### config.mk
export PLATFORM = sky130hd
export DESIGN_NAME = axi4lite_slave_regs
export DESIGN_NICKNAME = d
export VERILOG_FILES = /design/src/rtl/axi4lite_pkg.sv /design/src/rtl/axi4lite_slave_wr_fsm.sv /design/src/rtl/axi4lite_slave_regs.sv
export SDC_FILE = /design/constraint.sdc
export NUM_CORES = 1
export LEC_CHECK = 0
export ABC_CLOCK_PERIOD_IN_PS = 2800
export CAP_MARGIN = 20
export CORE_AREA = 2 2 79 81
export CTS_BUF_LIST = sky130_fd_sc_hd__clkbuf_16
export DETAILED_ROUTE_END_ITERATION = 8
export DIE_AREA = 0 0 81 83
export PLACE_DENSITY = 0.82
export SYNTH_ARGS = -nofsm -noshare
export SYNTH_HDL_FRONTEND = slang
export SYNTH_SLANG_ARGS = --single-unit
### constraint.sdc
create_clock -name clk -period 2.8 [get_ports clk]
set_input_delay 0.28 -clock clk [delete_from_list [all_inputs] [get_ports clk]]
set_output_delay 0.28 -clock clk [all_outputs]
set_load 0.005 [all_outputs]
### src/rtl/axi4lite_pkg.sv
// Shared AXI4-Lite definitions: response codes and write/read FSM state encodings.
// Used by both the responder and the team's initiator.
package axi4lite_pkg;

   localparam logic [1:0] RESP_OKAY   = 2'b00;
   localparam logic [1:0] RESP_SLVERR = 2'b10;

   typedef enum logic [1:0] {
      WR_IDLE,
      WR_HAVE_ADDR,
      WR_HAVE_DATA,
      WR_RESP
   } wr_state_e;

   typedef enum logic {
      RD_IDLE,
      RD_RESP
   } rd_state_e;

endpackage

### src/rtl/axi4lite_slave_wr_fsm.sv
// AW/W join and B response for the AXI4-Lite register responder.
// Build option AXIL_SLVERR_EN: out-of-range writes answer SLVERR instead of OKAY.
module axi4lite_slave_wr_fsm
   import axi4lite_pkg::*;
#(
   parameter int ADDR_WIDTH = 2,
   parameter int DATA_WIDTH = 8,
   parameter int NUM_REGS   = 4
) (
   input  logic                      clk,
   input  logic                      rst_n,
   input  logic [ADDR_WIDTH-1:0]     s_awaddr,
   input  logic                      s_awvalid,
   output logic                      s_awready,
   input  logic [DATA_WIDTH-1:0]     s_wdata,
   input  logic [DATA_WIDTH/8-1:0]   s_wstrb,
   input  logic                      s_wvalid,
   output logic                      s_wready,
   output logic [1:0]                s_bresp,
   output logic                      s_bvalid,
   input  logic                      s_bready,
   output logic                      we_o,
   output logic [ADDR_WIDTH-1:0]     waddr_o,
   output logic [DATA_WIDTH-1:0]     wdata_o,
   output logic [DATA_WIDTH/8-1:0]   wstrb_o
);

   wr_state_e                 state_q;
   logic                      awready_q, wready_q, bvalid_q;
   logic [1:0]                bresp_q;
   logic [ADDR_WIDTH-1:0]     addr_q;
   logic [DATA_WIDTH-1:0]     data_q;
   logic [DATA_WIDTH/8-1:0]   strb_q;

   logic aw_hs, w_hs, fire, in_range;
   logic [1:0] resp_d;

   assign aw_hs = s_awvalid & awready_q;
   assign w_hs  = s_wvalid & wready_q;

   // The write lands on the edge of the second handshake, so the live bus
   // value is used for whichever half arrives last.
   assign waddr_o = (state_q == WR_HAVE_ADDR) ? addr_q : s_awaddr;
   assign wdata_o = (state_q == WR_HAVE_DATA) ? data_q : s_wdata;
   assign wstrb_o = (state_q == WR_HAVE_DATA) ? strb_q : s_wstrb;

   always_comb begin
      fire = 1'b0;
      case (state_q)
         WR_IDLE:      fire = aw_hs & w_hs;
         WR_HAVE_ADDR: fire = w_hs;
         WR_HAVE_DATA: fire = aw_hs;
         default:      fire = 1'b0;
      endcase
   end

   assign in_range = int'(waddr_o) < NUM_REGS;
   assign we_o     = fire & in_range;

`ifdef AXIL_SLVERR_EN
   assign resp_d = in_range ? RESP_OKAY : RESP_SLVERR;
`else
   assign resp_d = RESP_OKAY;
`endif

   always_ff @(posedge clk or negedge rst_n) begin
      if (!rst_n) begin
         state_q   <= WR_IDLE;
         awready_q <= 1'b1;
         wready_q  <= 1'b1;
         bvalid_q  <= 1'b0;
         bresp_q   <= RESP_OKAY;
         addr_q    <= '0;
         data_q    <= '0;
         strb_q    <= '0;
      end else begin
         case (state_q)
            WR_IDLE: begin
               if (aw_hs && w_hs) begin
                  state_q   <= WR_RESP;
                  awready_q <= 1'b0;
                  wready_q  <= 1'b0;
                  bvalid_q  <= 1'b1;
                  bresp_q   <= resp_d;
               end else if (aw_hs) begin
                  state_q   <= WR_HAVE_ADDR;
                  addr_q    <= s_awaddr;
                  awready_q <= 1'b0;
               end else if (w_hs) begin
                  state_q  <= WR_HAVE_DATA;
                  data_q   <= s_wdata;
                  strb_q   <= s_wstrb;
                  wready_q <= 1'b0;
               end
            end
            WR_HAVE_ADDR: begin
               if (w_hs) begin
                  state_q  <= WR_RESP;
                  wready_q <= 1'b0;
                  bvalid_q <= 1'b1;
                  bresp_q  <= resp_d;
               end
            end
            WR_HAVE_DATA: begin
               if (aw_hs) begin
                  state_q   <= WR_RESP;
                  awready_q <= 1'b0;
                  bvalid_q  <= 1'b1;
                  bresp_q   <= resp_d;
               end
            end
            default: begin
               if (s_bready) begin
                  state_q   <= WR_IDLE;
                  bvalid_q  <= 1'b0;
                  awready_q <= 1'b1;
                  wready_q  <= 1'b1;
               end
            end
         endcase
      end
   end

   assign s_awready = awready_q;
   assign s_wready  = wready_q;
   assign s_bvalid  = bvalid_q;
   assign s_bresp   = bresp_q;

endmodule

### src/rtl/axi4lite_slave_regs.sv
// AXI4-Lite register-bank responder: write FSM sub-module, read FSM and bank here.
// Build option AXIL_SLVERR_EN: out-of-range accesses answer SLVERR instead of OKAY.
module axi4lite_slave_regs
   import axi4lite_pkg::*;
#(
   parameter int ADDR_WIDTH = 2,
   parameter int DATA_WIDTH = 8,
   parameter int NUM_REGS   = 4
) (
   input  logic                           clk,
   input  logic                           rst_n,
   input  logic [ADDR_WIDTH-1:0]          s_awaddr,
   input  logic                           s_awvalid,
   output logic                           s_awready,
   input  logic [DATA_WIDTH-1:0]          s_wdata,
   input  logic [DATA_WIDTH/8-1:0]        s_wstrb,
   input  logic                           s_wvalid,
   output logic                           s_wready,
   output logic [1:0]                     s_bresp,
   output logic                           s_bvalid,
   input  logic                           s_bready,
   input  logic [ADDR_WIDTH-1:0]          s_araddr,
   input  logic                           s_arvalid,
   output logic                           s_arready,
   output logic [DATA_WIDTH-1:0]          s_rdata,
   output logic [1:0]                     s_rresp,
   output logic                           s_rvalid,
   input  logic                           s_rready,
   output logic [NUM_REGS*DATA_WIDTH-1:0] reg_q,
   output logic [NUM_REGS-1:0]            wr_pulse
);

   logic                      we;
   logic [ADDR_WIDTH-1:0]     waddr;
   logic [DATA_WIDTH-1:0]     wdata;
   logic [DATA_WIDTH/8-1:0]   wstrb;

   logic [DATA_WIDTH-1:0]     regs_q [NUM_REGS];
   logic [NUM_REGS-1:0]       wr_pulse_q;

   rd_state_e                 rd_state_q;
   logic                      arready_q, rvalid_q;
   logic [DATA_WIDTH-1:0]     rdata_q;
   logic [1:0]                rresp_q;
   logic [DATA_WIDTH-1:0]     rd_val;
   logic                      rd_in_range;

   axi4lite_slave_wr_fsm #(
      .ADDR_WIDTH (ADDR_WIDTH),
      .DATA_WIDTH (DATA_WIDTH),
      .NUM_REGS   (NUM_REGS)
   ) u_wr_fsm (
      .clk       (clk),
      .rst_n     (rst_n),
      .s_awaddr  (s_awaddr),
      .s_awvalid (s_awvalid),
      .s_awready (s_awready),
      .s_wdata   (s_wdata),
      .s_wstrb   (s_wstrb),
      .s_wvalid  (s_wvalid),
      .s_wready  (s_wready),
      .s_bresp   (s_bresp),
      .s_bvalid  (s_bvalid),
      .s_bready  (s_bready),
      .we_o      (we),
      .waddr_o   (waddr),
      .wdata_o   (wdata),
      .wstrb_o   (wstrb)
   );

   always_ff @(posedge clk or negedge rst_n) begin
      if (!rst_n) begin
         for (int unsigned i = 0; i < NUM_REGS; i++) regs_q[i] <= '0;
         wr_pulse_q <= '0;
      end else begin
         for (int unsigned i = 0; i < NUM_REGS; i++) begin
            wr_pulse_q[i] <= we && (waddr == ADDR_WIDTH'(i));
            if (we && (waddr == ADDR_WIDTH'(i))) begin
               for (int unsigned k = 0; k < DATA_WIDTH/8; k++) begin
                  if (wstrb[k]) regs_q[i][k*8 +: 8] <= wdata[k*8 +: 8];
               end
            end
         end
      end
   end

   // Unmatched (out-of-range) addresses fall through to zero.
   always_comb begin
      rd_val = '0;
      for (int unsigned i = 0; i < NUM_REGS; i++) begin
         if (s_araddr == ADDR_WIDTH'(i)) rd_val = regs_q[i];
      end
   end

   assign rd_in_range = int'(s_araddr) < NUM_REGS;

   always_ff @(posedge clk or negedge rst_n) begin
      if (!rst_n) begin
         rd_state_q <= RD_IDLE;
         arready_q  <= 1'b1;
         rvalid_q   <= 1'b0;
         rdata_q    <= '0;
         rresp_q    <= RESP_OKAY;
      end else begin
         case (rd_state_q)
            RD_IDLE: begin
               if (s_arvalid) begin
                  rd_state_q <= RD_RESP;
                  arready_q  <= 1'b0;
                  rvalid_q   <= 1'b1;
                  rdata_q    <= rd_val;
`ifdef AXIL_SLVERR_EN
                  rresp_q    <= rd_in_range ? RESP_OKAY : RESP_SLVERR;
`else
                  rresp_q    <= RESP_OKAY;
`endif
               end
            end
            default: begin
               if (s_rready) begin
                  rd_state_q <= RD_IDLE;
                  arready_q  <= 1'b1;
                  rvalid_q   <= 1'b0;
               end
            end
         endcase
      end
   end

`ifndef AXIL_SLVERR_EN
   logic unused_rd_in_range;
   assign unused_rd_in_range = rd_in_range;
`endif

   always_comb begin
      reg_q = '0;
      for (int unsigned i = 0; i < NUM_REGS; i++) reg_q[i*DATA_WIDTH +: DATA_WIDTH] = regs_q[i];
   end

   assign wr_pulse  = wr_pulse_q;
   assign s_arready = arready_q;
   assign s_rvalid  = rvalid_q;
   assign s_rdata   = rdata_q;
   assign s_rresp   = rresp_q;

endmodule

==> results.md <==
* Cell depth of the worst setup path at 5
* Slew at the pin closest to its max-slew limit at 704 ps
* Sequential cell area at roughly 1600 um^2
* Largest net degree at the start of global routing at 33
* Crit start category: register
* Cells along the critical path: inv_1 > ha_1 > mux2i_1 > nand3_4 > mux2_2
* Initial DRC Count at 92
* Cell family with most CP delay: multiplexers
* Vias in the first global route at between 1500 and 2000
* CTS Sinks at 63
* HPWL after DPL at 4510 um
* Clk pin slew, worst setup/hold paths at 50 ps
* Reg-to-reg startpoint: u_wr_fsm.state_q[1]
* Final setup vio count at 0
* Crit path time final at 2170 ps
* Yosys top cell area share at 50.4%
* Status: finished clean
* First-pass detailed-route iteration total at 4
* Root buffer cell: clkbuf_16
* Total track usage at approximately 20%
* PortBufs at 68
* Filler cell count at 415
* Clock buffer depth at 2
* Distinct cell type count after synthesis at 32
* Top cells by area, synth: dfrtp_1, mux2_2, mux4_2, dfstp_2, nand3_4
* Reg2reg end: reg_q[0]
* CP endpoint: reg_q[0]
* Number of antenna violations at the first check in global routing at 0
* CP max FO at 9
* PwrDens at 1070 nW/um^2
* Width of the die at just over 80 um
* Ports at 73
* # Max-Cap Violations at 0
* GR Overflow Total at 0
* RSZ-0062 raised after global routing: no
* Cts hold-fix bufs at 0
* CP Buf/Inv Count at 1
* Worst R2R Setup Slack at 630 ps
* Via density at 5.41
* Seq/Total Area, Yosys at 53.0%
* Std-Cell Rows at 28
* Yosys reg bits at 63
* Die H at 83 um
* Yosys top cell by area: dfrtp_1
* Fin Setup TNS at 0 ps
* Cts repair resizes at 0
* Period utilization at 77.6%
* First-pass GRT wire length at roughly 10000 um
* Most frequent cells in the layout: clkdlybuf4s50_1, dfrtp_1, mux2_2
* Total number of vias at 1965
* Core area at 5820 um^2
* Worst endpoint required time at 3010 ps
* Placed Cells at between 300 and 400
* Mapped Area at roughly 3000 um^2
* Fmax at 0.460 GHz
* Final Non-Filler Cells at 363
* Final WL at 6350 um
* Initial core utilization at 51.3%
* Slowest CP cell: mux2i_1
* Worst path max stage delay at 530 ps
* Worst skew pair latency at 330 ps
* Layout area overhead at 34.3%
* Crit end category: register
* # DRC at 0
* # diodes at 0
* Kind of critical path: reg -> reg
* Worst EP arrival at 2380 ps
* Avg Cell Area, Syn at 14.4 um^2
* Worst hold path class: in -> async
* Layout cells sized above 1 at 35.4%
* Total CTS buffers at 9
* Slew Limit Fails at 0
* Rel. slew slack at 53.0%
* Multi-input logic area at 1310 um^2
* Most common cell after layout, fill and taps aside: clkdlybuf4s50_1
* Drt wl/cell at between 15 and 20 um
* Final hold vios at 0
* CTS HTree Levels at 3
* WHS at 2.08 ps
* Critical path origin: u_wr_fsm.state_q[1]
* Post-CTS setup buffer count at 0
* Routability Congestion at around 0.79
* Max IR drop VDD at 545 uV
* TritonCTS clock tree: done
* Skew final at 10.7 ps
* Post-DRT Antenna Nets at 0
* Cell count after synthesis at 207
* Final layout net count at 307
* YS warnings at 0
* Leak Pwr at around 0.0017 uW
* Die Footprint at 6720 um^2
* Worst r2r path cells at 5
## power by group
part	switching (uW)	total [uW]	internal [uW]
registers	262	1550	1290
logic	664	1730	1060
clock network	407	1000	597
total	1330	4280	2950
## per-stage QoR
stage	setup WS, ps	instance area [um^2]	util, %	total power, uW
5_1_grt	451	4010	68.9	4550
4_1_cts	617	4010	68.9	4320
3_5_place_dp	656	3730	64.1	3290
2_1_floorplan	988	2990	-	2500
6_report	627	4010	68.9	4280
3_3_place_gp	682	3730	64.1	3220
## flip-flops by register name, summed over array words and instances (netlist names)
signal / cells
rd_state_q: 1
reg_q: 32
s_arready: 1
s_rdata: 8
s_rvalid: 1
u_wr_fsm.addr_q: 2
u_wr_fsm.data_q: 8
u_wr_fsm.s_awready: 1
u_wr_fsm.s_bvalid: 1
u_wr_fsm.s_wready: 1
u_wr_fsm.state_q: 2
u_wr_fsm.strb_q: 1
wr_pulse: 4
## worst min-delay path by stage
| stage | slack [ps] | from | endpoint |
|---|---|---|---|
| after floorplan | -20 | rst_n | rd_state_q |
| after global placement | 370 | rst_n | u_wr_fsm.s_bvalid |
| after detailed placement | 370 | rst_n | u_wr_fsm.s_bvalid |
| after CTS | 20 | rst_n | u_wr_fsm.state_q[1] |
| after global routing | 50 | rst_n | u_wr_fsm.state_q[1] |
| final | 2 | rst_n | u_wr_fsm.state_q[1] |
## layout make-up
type	instances	area share (%)
Inverter	10	0.937
Tap cell	75	2.34
Clock inverter	7	1.25
Multi-Input combinational cell	127	32.8
Clock buffer	9	5.62
Sequential cell	63	39.5
Timing Repair Buffer	72	17.6
## cell usage after synthesis, drive strengths merged
cell	count
nand3	6
inv	10
o22ai	1
o21ai	7
ha	4
dfrtp	60
nor2	9
dfstp	3
conb	1
nor3	1
mux2i	4
clkbuf	1
buf	9
o211ai	2
nand4b	2
nand3b	1
nor2b	1
o31ai	2
mux4	8
and2	1
a21oi	7
nand2	4
mux2	63
## cell families after synthesis
| family | count (synthesis) | synth area share (%) |
|---|---|---|
| other | 1 | 0.126 |
| adder cells (fa/ha/maj) | 4 | 1.68 |
| multiplexers | 75 | 31.6 |
| flip-flops | 63 | 53.0 |
| AO/OA/AOI/OAI | 19 | 4.03 |
| AND/OR/NAND/NOR | 25 | 6.25 |
| buffers and inverters | 20 | 3.36 |
## per-layer routing
metal	GRT usage [%]	wire, um	vias to the layer above	share of wire, %
li1	-	-	903	-
met1	26.4	2690	993	42
met2	32.8	3290	56	52
met3	4.02	215	13	3.4
met4	10.3	152	0	2.4
met5	0	0	-	0
No activity file was read; power rests on OpenSTA's default activity.
